**config.mk**
```make
export PLATFORM = sky130hd
export DESIGN_NAME = inst_queue_flat
export DESIGN_NICKNAME = d
export VERILOG_FILES = /design/src/rtl/inst_queue_if.sv /design/src/rtl/inst_queue.sv /design/src/flat_wrapper.sv
export SDC_FILE = /design/constraint.sdc
export NUM_CORES = 1
export LEC_CHECK = 0
export ABC_AREA = 1
export CAP_MARGIN = 20
export CORE_MARGIN = 2
export CORE_UTILIZATION = 45
export CTS_CLUSTER_DIAMETER = 120
export DETAILED_ROUTE_END_ITERATION = 16
export GPL_TIMING_DRIVEN = 0
export PLACE_DENSITY_LB_ADDON = 0.15
export SETUP_SLACK_MARGIN = 0.02
export SLEW_MARGIN = 20
export SYNTH_ARGS = -nofsm -noshare
export SYNTH_HDL_FRONTEND = slang
export SYNTH_SLANG_ARGS = --single-unit
```
**constraint.sdc**
```tcl
create_clock -name clk -period 8.9 [get_ports clk]
set_input_delay 1.78 -clock clk [delete_from_list [all_inputs] [get_ports clk]]
set_output_delay 1.78 -clock clk [all_outputs]
set_load 0.02 [all_outputs]
```
**src/rtl/inst_queue_if.sv**
```systemverilog
// inst_queue_if: valid/ready channel carrying a {pc, inst} pair
interface inst_queue_if #(
  parameter int PC_WIDTH   = 32,
  parameter int DATA_WIDTH = 32
);
  logic                  valid;
  logic                  ready;
  logic [PC_WIDTH-1:0]   pc;
  logic [DATA_WIDTH-1:0] inst;
  modport master (output valid, pc, inst, input ready);
  modport slave  (input valid, pc, inst, output ready);
endinterface

```
**src/rtl/inst_queue.sv**
```systemverilog
// inst_queue: fetch-to-decode decoupling FIFO with flush and registered-only ready
module inst_queue #(
  parameter int DEPTH      = 4,
  parameter int DATA_WIDTH = 32,
  parameter int PC_WIDTH   = 32
) (
  input  logic                       clk,
  input  logic                       reset,
  input  logic                       flush_i,
  inst_queue_if.slave                in_if,
  inst_queue_if.master               out_if,
  output logic [$clog2(DEPTH+1)-1:0] count_o
);
  localparam int AW = $clog2(DEPTH);
  localparam int CW = $clog2(DEPTH+1);
  logic [PC_WIDTH-1:0]   pc_mem   [DEPTH];
  logic [DATA_WIDTH-1:0] inst_mem [DEPTH];
  logic [AW-1:0]         head, tail;
  logic                  push, pop;
  // ready depends only on occupancy and flush, never on the decode side
  always_comb begin
    in_if.ready  = (count_o != CW'(DEPTH)) && !flush_i;
    out_if.valid = count_o != '0;
    out_if.pc    = out_if.valid ? pc_mem[head] : '0;
    out_if.inst  = out_if.valid ? inst_mem[head] : '0;
    push         = in_if.valid && in_if.ready;
    pop          = out_if.valid && out_if.ready;
  end
  // storage needs no reset; an empty queue masks the head to zero
  always_ff @(posedge clk) begin
    if (push) begin
      pc_mem[tail]   <= in_if.pc;
      inst_mem[tail] <= in_if.inst;
    end
  end
  // pointers and occupancy; reset and flush both empty the queue and win over push/pop
  always_ff @(posedge clk) begin
    if (reset || flush_i) begin
      head    <= '0;
      tail    <= '0;
      count_o <= '0;
    end else begin
      if (push) tail <= tail + 1'b1;
      if (pop) head <= head + 1'b1;
      count_o <= count_o + CW'(push) - CW'(pop);
    end
  end
endmodule

```
**src/flat_wrapper.sv**
```systemverilog
// flat-port wrapper written by rule: the top's interface ports become plain ports
module inst_queue_flat 
#(
  parameter int DEPTH      = 4,
  parameter int DATA_WIDTH = 32,
  parameter int PC_WIDTH   = 32
)
  (clk, reset, flush_i, count_o, in_if_valid, in_if_pc, in_if_inst, in_if_ready, out_if_valid, out_if_pc, out_if_inst, out_if_ready);
  inst_queue_if #(.PC_WIDTH(PC_WIDTH), .DATA_WIDTH(DATA_WIDTH)) in_if_i ();
  inst_queue_if #(.PC_WIDTH(PC_WIDTH), .DATA_WIDTH(DATA_WIDTH)) out_if_i ();
  input  logic clk;
  input  logic reset;
  input  logic flush_i;
  output logic [$clog2(DEPTH+1)-1:0] count_o;
  input wire logic [$bits(in_if_i.valid)-1:0] in_if_valid;
  input wire logic [$bits(in_if_i.pc)-1:0] in_if_pc;
  input wire logic [$bits(in_if_i.inst)-1:0] in_if_inst;
  output wire logic [$bits(in_if_i.ready)-1:0] in_if_ready;
  output wire logic [$bits(out_if_i.valid)-1:0] out_if_valid;
  output wire logic [$bits(out_if_i.pc)-1:0] out_if_pc;
  output wire logic [$bits(out_if_i.inst)-1:0] out_if_inst;
  input wire logic [$bits(out_if_i.ready)-1:0] out_if_ready;
  assign in_if_i.valid = in_if_valid;
  assign in_if_i.pc = in_if_pc;
  assign in_if_i.inst = in_if_inst;
  assign in_if_ready = in_if_i.ready;
  assign out_if_valid = out_if_i.valid;
  assign out_if_pc = out_if_i.pc;
  assign out_if_inst = out_if_i.inst;
  assign out_if_i.ready = out_if_ready;
  inst_queue #(.DEPTH(DEPTH), .DATA_WIDTH(DATA_WIDTH), .PC_WIDTH(PC_WIDTH)) u_core (.clk(clk), .reset(reset), .flush_i(flush_i), .in_if(in_if_i), .out_if(out_if_i), .count_o(count_o));
endmodule
```
==> impl_metrics.yaml, run 1 <==
timing:
  grt_setup_unrepaired: "false"
  drv_slew: 0
  setup_tns_ns: 0
  slew_headroom: 0.6413
  max_freq_ghz: 0.2113
  hold_ws_ns: 0.5051
  fin_crit_ns: 4.732
  worst_slew_pin_slew_ns: 0.5381
  period_share: 0.5317
  setup_viol: 0
  finClkSkew_ns: 0.01401
  hold_violations: 0
routing:
  first_iter_violations: 516
  wl_met1_um: 10150
  dr.max_layer_used: "met4"
  wl_per_cell_um: 17.78
  avgViaCountPerCell: 5.134
  detailroute.via_count: 6710
  first_pass_iters: 4
  drtAntennaViolNets: 0
  drt-total-wl_um: 23230
  drc_errors: 0
  wl_met3_um: 1234
  route.met2.wl_um: 11450
placement:
  placedInstanceArea_sq_um: 12510
  hpwlAfterDp_um: 14850
  gp_congestion: 0.7252
  portBuffers: 137
  dp_cells: 1261
critical_path:
  crit_path_start_kind: "primary input"
  crit_fanout: 3
  path_class: "primary input to primary output"
  cp_cell_sequence: "clkdlybuf4s50_1 -> a21oi_1 -> clkdlybuf4s50_1"
  critPathArrivalTime_ns: 2.95
  crit_path_max_incr_delay_ns: 0.61
  crit_required_ns: 7.12
  crit_path_top_delay_cell: "clkdlybuf4s50_1"
  crit_top_cell: "clkdlybuf4s50_1"
  worstSetupEndpointType: "primary output"
die:
  die_y_um: 156.2
  start_util: 0.4588
  core_sq_um: 22710
  io_pins: 138
  die-area_sq_um: 24390
  die_w_um: 156.2
  rows: 55
power_and_ir_drop:
  p_seq_frac: 0.512
  p_int_w: 0.002133
  max-vdd-ir-drop_mv: 0.1735
  p_per_area_nw_per_um2: 204.9
  p_sw_frac: 0.2192
  clkPwrFrac: 0.385
  p_leak_nw: 4.565
  pwr-share-comb: 0.103
  power.switching_w: 0.0005988
global_routing:
  grt_antenna_before_repair: 0
  grt_pass1_wl_um: 35630
  grt_max_degree: 25
  grt_usage: 0.1913
  grt_pass1_vias: 6573
  grt_overflow: 0
synthesis:
  synth-seq-cells: 265
  synth_nets: 902
  yosys_warnings: 0
  synthCells: 826
  yosysSeqAreaShare: 0.7550
  synth_cell_types: 19
  syn_avg_cell_area_sq_um: 12.62
  netlist_area_sq_um: 10420
final_layout:
  finalNonFillerCells: 1307
  antenna_cells: 0
  layout-drive-gt1-share: 0.08317
  fill_cells: 1867
  post-route-util: 0.5871
  fin_area_sq_um: 13330
  syn2layout_area_growth_pct: 27.95
  fin_nets: 1081
  mostFrequentLayoutCell: "nor2_1"
  layout_common_cells: "267 x nor2_1, 256 x edfxtp_1, 137 x clkdlybuf4s50_1, 119 x o21ai_0, 66 x a21oi_1"
clocking:
  cts_tree: "yes"
  cts_setup_buffers: 0
  htree_num_levels: 1
  cts_num_sinks: 265
  cts_buffer_depth: 3
  cts_buffers: 27
  path_clk_slew_ns: 0.06
  post_cts_resized: 0
  insertion_delay_ns: 0.52
  postCtsHoldBufs: 0
  root_buffer: "clkbuf_16"
worst_hold_path:
  hp-class: "register to register"
outcome:
  status: "finished, final reports clean"
run:
  max_cap_viol_count: 0
## synthesized netlist by cell type, drive strengths merged
cell    number  area (sq um)
o21ai      129         645.6
nor2       271          1017
dfxtp        9         180.2
xor2         1         8.760
a21oi       66         330.3
inv         23         86.33
nand2       13         48.80
nand4        2         12.51
edfxtp     256          7687
clkbuf      14         52.55
fa           1         20.02
buf         33         245.2
nand3        2         10.01
ha           6         75.07
## layout make-up
type	instances	area, sq um	share of cell area
Buffer	47	297.8	0.02233
Inverter	23	86.33	0.006475
Multi-Input combinational cell	491	2198	0.1649
Timing Repair Buffer	150	1699	0.1274
Sequential cell	265	7868	0.5901
Clock inverter	9	63.81	0.004786
Clock buffer	37	763.2	0.05724
Tap cell	285	356.6	0.02675
## logic make-up after synthesis
group | after synthesis | share of synthesized area
simple gates | 288 | 0.1045
xor+xnor | 1 | 0.0008407
buf+inv | 70 | 0.03686
flops | 265 | 0.7550
compound gates | 195 | 0.09366
fa+ha+maj | 7 | 0.009126
## state kept, by name, summed over array words and instances (netlist names), named ones only
register / count
u_core.count_o: 3
u_core.tail: 2
u_core.pc_mem: 128
u_core.head: 2
u_core.inst_mem: 128
## routing by layer
layer,global-route usage,vias up
met5,0,-
met4,0.04587,0
met3,0.03278,33
met2,0.3245,180
met1,0.2597,3235
li1,-,3262
## power groups by stage
stage / Clock, W / Sequential, W / Combinational (W)
5_1_grt: 0.00112 / 0.00140 / 0.000304
2_1_floorplan: 0 / 0.00143 / 0.000128
3_5_place_dp: 0 / 0.00143 / 0.000283
4_1_cts: 0.00107 / 0.00140 / 0.000284
3_3_place_gp: 0 / 0.00143 / 0.000271
6_report: 0.00105 / 0.00140 / 0.000281
## critical path, delay by kind of cell
family | cells | cell delay [ns]
buffers and inverters | 2 | 1.04
AOI/OAI and AO/OA | 1 | 0.12
## through the flow
step | worst slack [ns] | power [W]
floorplan | 3.669 | 0.001557
global placement | 0.9567 | 0.001701
detailed placement | 4.173 | 0.001709
CTS | 4.158 | 0.002754
global route | 4.084 | 0.002824
finish | 4.168 | 0.002732
## worst paths after layout
path / start / to / slack (ns) / depth (start not counted)
setup / recovery: flush_i / in_if_ready / 4.17 / 3
hold reg to reg: u_core.head[1] / u_core.head[1] / 0.51 / 2
hold / removal: u_core.head[1] / u_core.head[1] / 0.51 / 2
setup reg to reg: u_core.count_o[1] / u_core.inst_mem[0][19] / 6.43 / 7
Note: power is estimated with default switching activity, not from simulation.
==> inputs of run 2 (changes only) <==
clock period = 3.8 ns   (was 8.9 ns; I/O delays follow)
==> results of run 2 <==
Same layout as run 1 (identical final DEF). Status: finished, final reports clean.
Main changes from that run: setup slack after placement 4.173 ns -> 0.6170 ns; setup slack after layout 4.168 ns -> 0.4044 ns; end point of the critical path in_if_ready -> out_if_pc[25]; register-to-register setup slack 6.43 ns -> 1.33 ns; total power 0.002732 W -> 0.006399 W; worst IR drop on VDD 0.1735 mV -> 0.4063 mV
==> inputs of run 3 (changes only) <==
clock period = 2.8 ns   (was 3.8 ns; I/O delays follow)
==> impl_metrics.yaml, run 3 (synthesis gave the netlist of run 1 again) <==
final_layout:
  fin_nets: 1080
  syn2layout_area_growth_pct: 26.92
  largestRegisters: "u_core.inst_mem x128, u_core.pc_mem x128, u_core.count_o x3"
  layout-drive-gt1-share: 0.1144
  mostFrequentLayoutCell: "nor2_1"
  layout_common_cells: "267 x nor2_1, 256 x edfxtp_1, 119 x o21ai_0, 73 x clkdlybuf4s50_1, 66 x a21oi_1"
  antenna_cells: 0
clocking:
  cts_tree: "yes"
  root_buffer: "clkbuf_16"
  htree_num_levels: 1
  postCtsHoldBufs: 0
  cts_buffers: 27
  cts_setup_buffers: 0
  cts_num_sinks: 265
  insertion_delay_ns: 0.51
  path_clk_slew_ns: 0.06
  cts_buffer_depth: 3
routing:
  wl_per_cell_um: 17.82
  first_pass_iters: 5
  detailroute.via_count: 6682
  avgViaCountPerCell: 5.109
  drc_errors: 0
  first_iter_violations: 438
  drt-total-wl_um: 23310
  drtAntennaViolNets: 0
timing:
  setup_viol: 0
  fin_crit_ns: 2.715
  hold_violations: 0
  slew_headroom: 0.4882
  worst_slew_pin_slew_ns: 0.7659
  period_share: 0.9698
  setup_tns_ns: 0
  timing.final.ws_setup_ns: 0.08468
  hold_ws_ns: 0.5303
  grt_setup_unrepaired: "false"
  drv_slew: 0
  finClkSkew_ns: 0.01248
  max_freq_ghz: 0.3683
die:
  die-area_sq_um: 24390
  die_w_um: 156.2
  io_pins: 138
  core_sq_um: 22710
  rows: 55
  start_util: 0.4588
  die_y_um: 156.2
critical_path:
  path_class: "register to primary output"
  path_buf_inv: 3
  crit_path_max_incr_delay_ns: 0.42
  crit_required_ns: 2.24
  worstSetupEndpointType: "primary output"
  crit_path_start_kind: "register"
  reg2reg_depth: 6
  reg2reg_to: "u_core.inst_mem[2][24]"
  critPathTopFamily: "buffers and inverters"
  crit_fanout: 10
  critPathArrivalTime_ns: 2.16
  crit_path_top_delay_cell: "dfxtp_1"
  cp_cell_sequence: "nor2_1 -> nand2_2 -> clkinv_4 -> buf_4 -> a21oi_1 -> dlygate4sd2_1"
  ff2ff_setup_slack_ns: 0.29
  r2r_start: "u_core.count_o[1]"
global_routing:
  grt_overflow: 0
  grt_usage: 0.1886
  grt_antenna_before_repair: 1
  grt_pass1_vias: 6426
  grt_max_degree: 23
  grt_pass1_wl_um: 34950
worst_hold_path:
  whs_path_depth: 2
  worstHoldEndpoint: "u_core.head[1]"
  hp-class: "register to register"
  hp-start: "u_core.head[1]"
placement:
  pre_cts_ws_ns: -0.2100
  portBuffers: 137
  hpwlAfterDp_um: 14740
  gp_congestion: 0.7389
outcome:
  status: "finished, final reports clean"
run:
  max_cap_viol_count: 0
power_and_ir_drop:
  p_per_area_nw_per_um2: 653.8
  max-vdd-ir-drop_mv: 0.4568
  p_leak_nw: 4.830
==> run 3: timing repair <==
item,in CTS,in global routing
resized for setup,88,32
endpoints found under the hold margin,0,0
endpoints found under the setup margin,64,34
==> run 3: layer usage <==
| metal | share of wire | global-route usage |
|---|---|---|
| met5 | 0.00056 | 0 |
| met4 | 0.017 | 0.04412 |
| met3 | 0.052 | 0.02694 |
| met2 | 0.50 | 0.3173 |
| met1 | 0.43 | 0.2625 |
==> run 3: worst max path at each step <==
| stage | startpoint | slack [ns] | cells after the start | end |
|---|---|---|---|---|
| 2_1_floorplan | u_core.count_o[1] | -0.29 | 4 | u_core.inst_mem[0][0] |
| 3_3_place_gp | flush_i | -2.13 | 4 | u_core.inst_mem[2][27] |
| 3_5_place_dp | flush_i | -0.21 | 6 | u_core.inst_mem[2][27] |
| 4_1_cts | u_core.count_o[1] | 0.03 | 6 | out_if_inst[25] |
| 5_1_grt | u_core.count_o[1] | 0.01 | 6 | out_if_inst[18] |
| 6_report | u_core.count_o[1] | 0.08 | 6 | out_if_pc[25] |
==> run 3: through the flow <==
| stage | instance area, sq um | instances | total power [W] | utilization |
|---|---|---|---|---|
| 5_1_grt | 13230 | 1308 | 0.008922 | 0.5824 |
| 3_5_place_dp | 12470 | 1260 | 0.005430 | 0.5491 |
| 2_1_floorplan | 10430 | 826 | 0.004946 | - |
| 6_report | 13230 | 1308 | 0.008646 | 0.5824 |
| 3_3_place_gp | 12160 | 1248 | 0.005404 | 0.5354 |
| 4_1_cts | 13260 | 1308 | 0.008710 | 0.5839 |
==> run 3: layout make-up <==
cell class	instances	area, sq um
plain buffers	47	335.3
clock buffers	34	701.9
clock inverters	14	128.9
fillers	1863	9484
inverters	23	91.34
multi-input cells	491	2201
flip-flops and latches	265	7868
well taps	285	356.6
repair buffers	149	1543
==> run 3: worst min-delay path, cell delays in order (launching register included) <==
cell	delay (ns)
dfxtp_1	0.33
nand2_1	0.07
a21oi_1	0.08
==> run 3: report_power, final <==
part	switching [W]	internal (W)
clock	0.00140	0.00196
sequential	0.0000195	0.00443
combinational	0.000516	0.000319
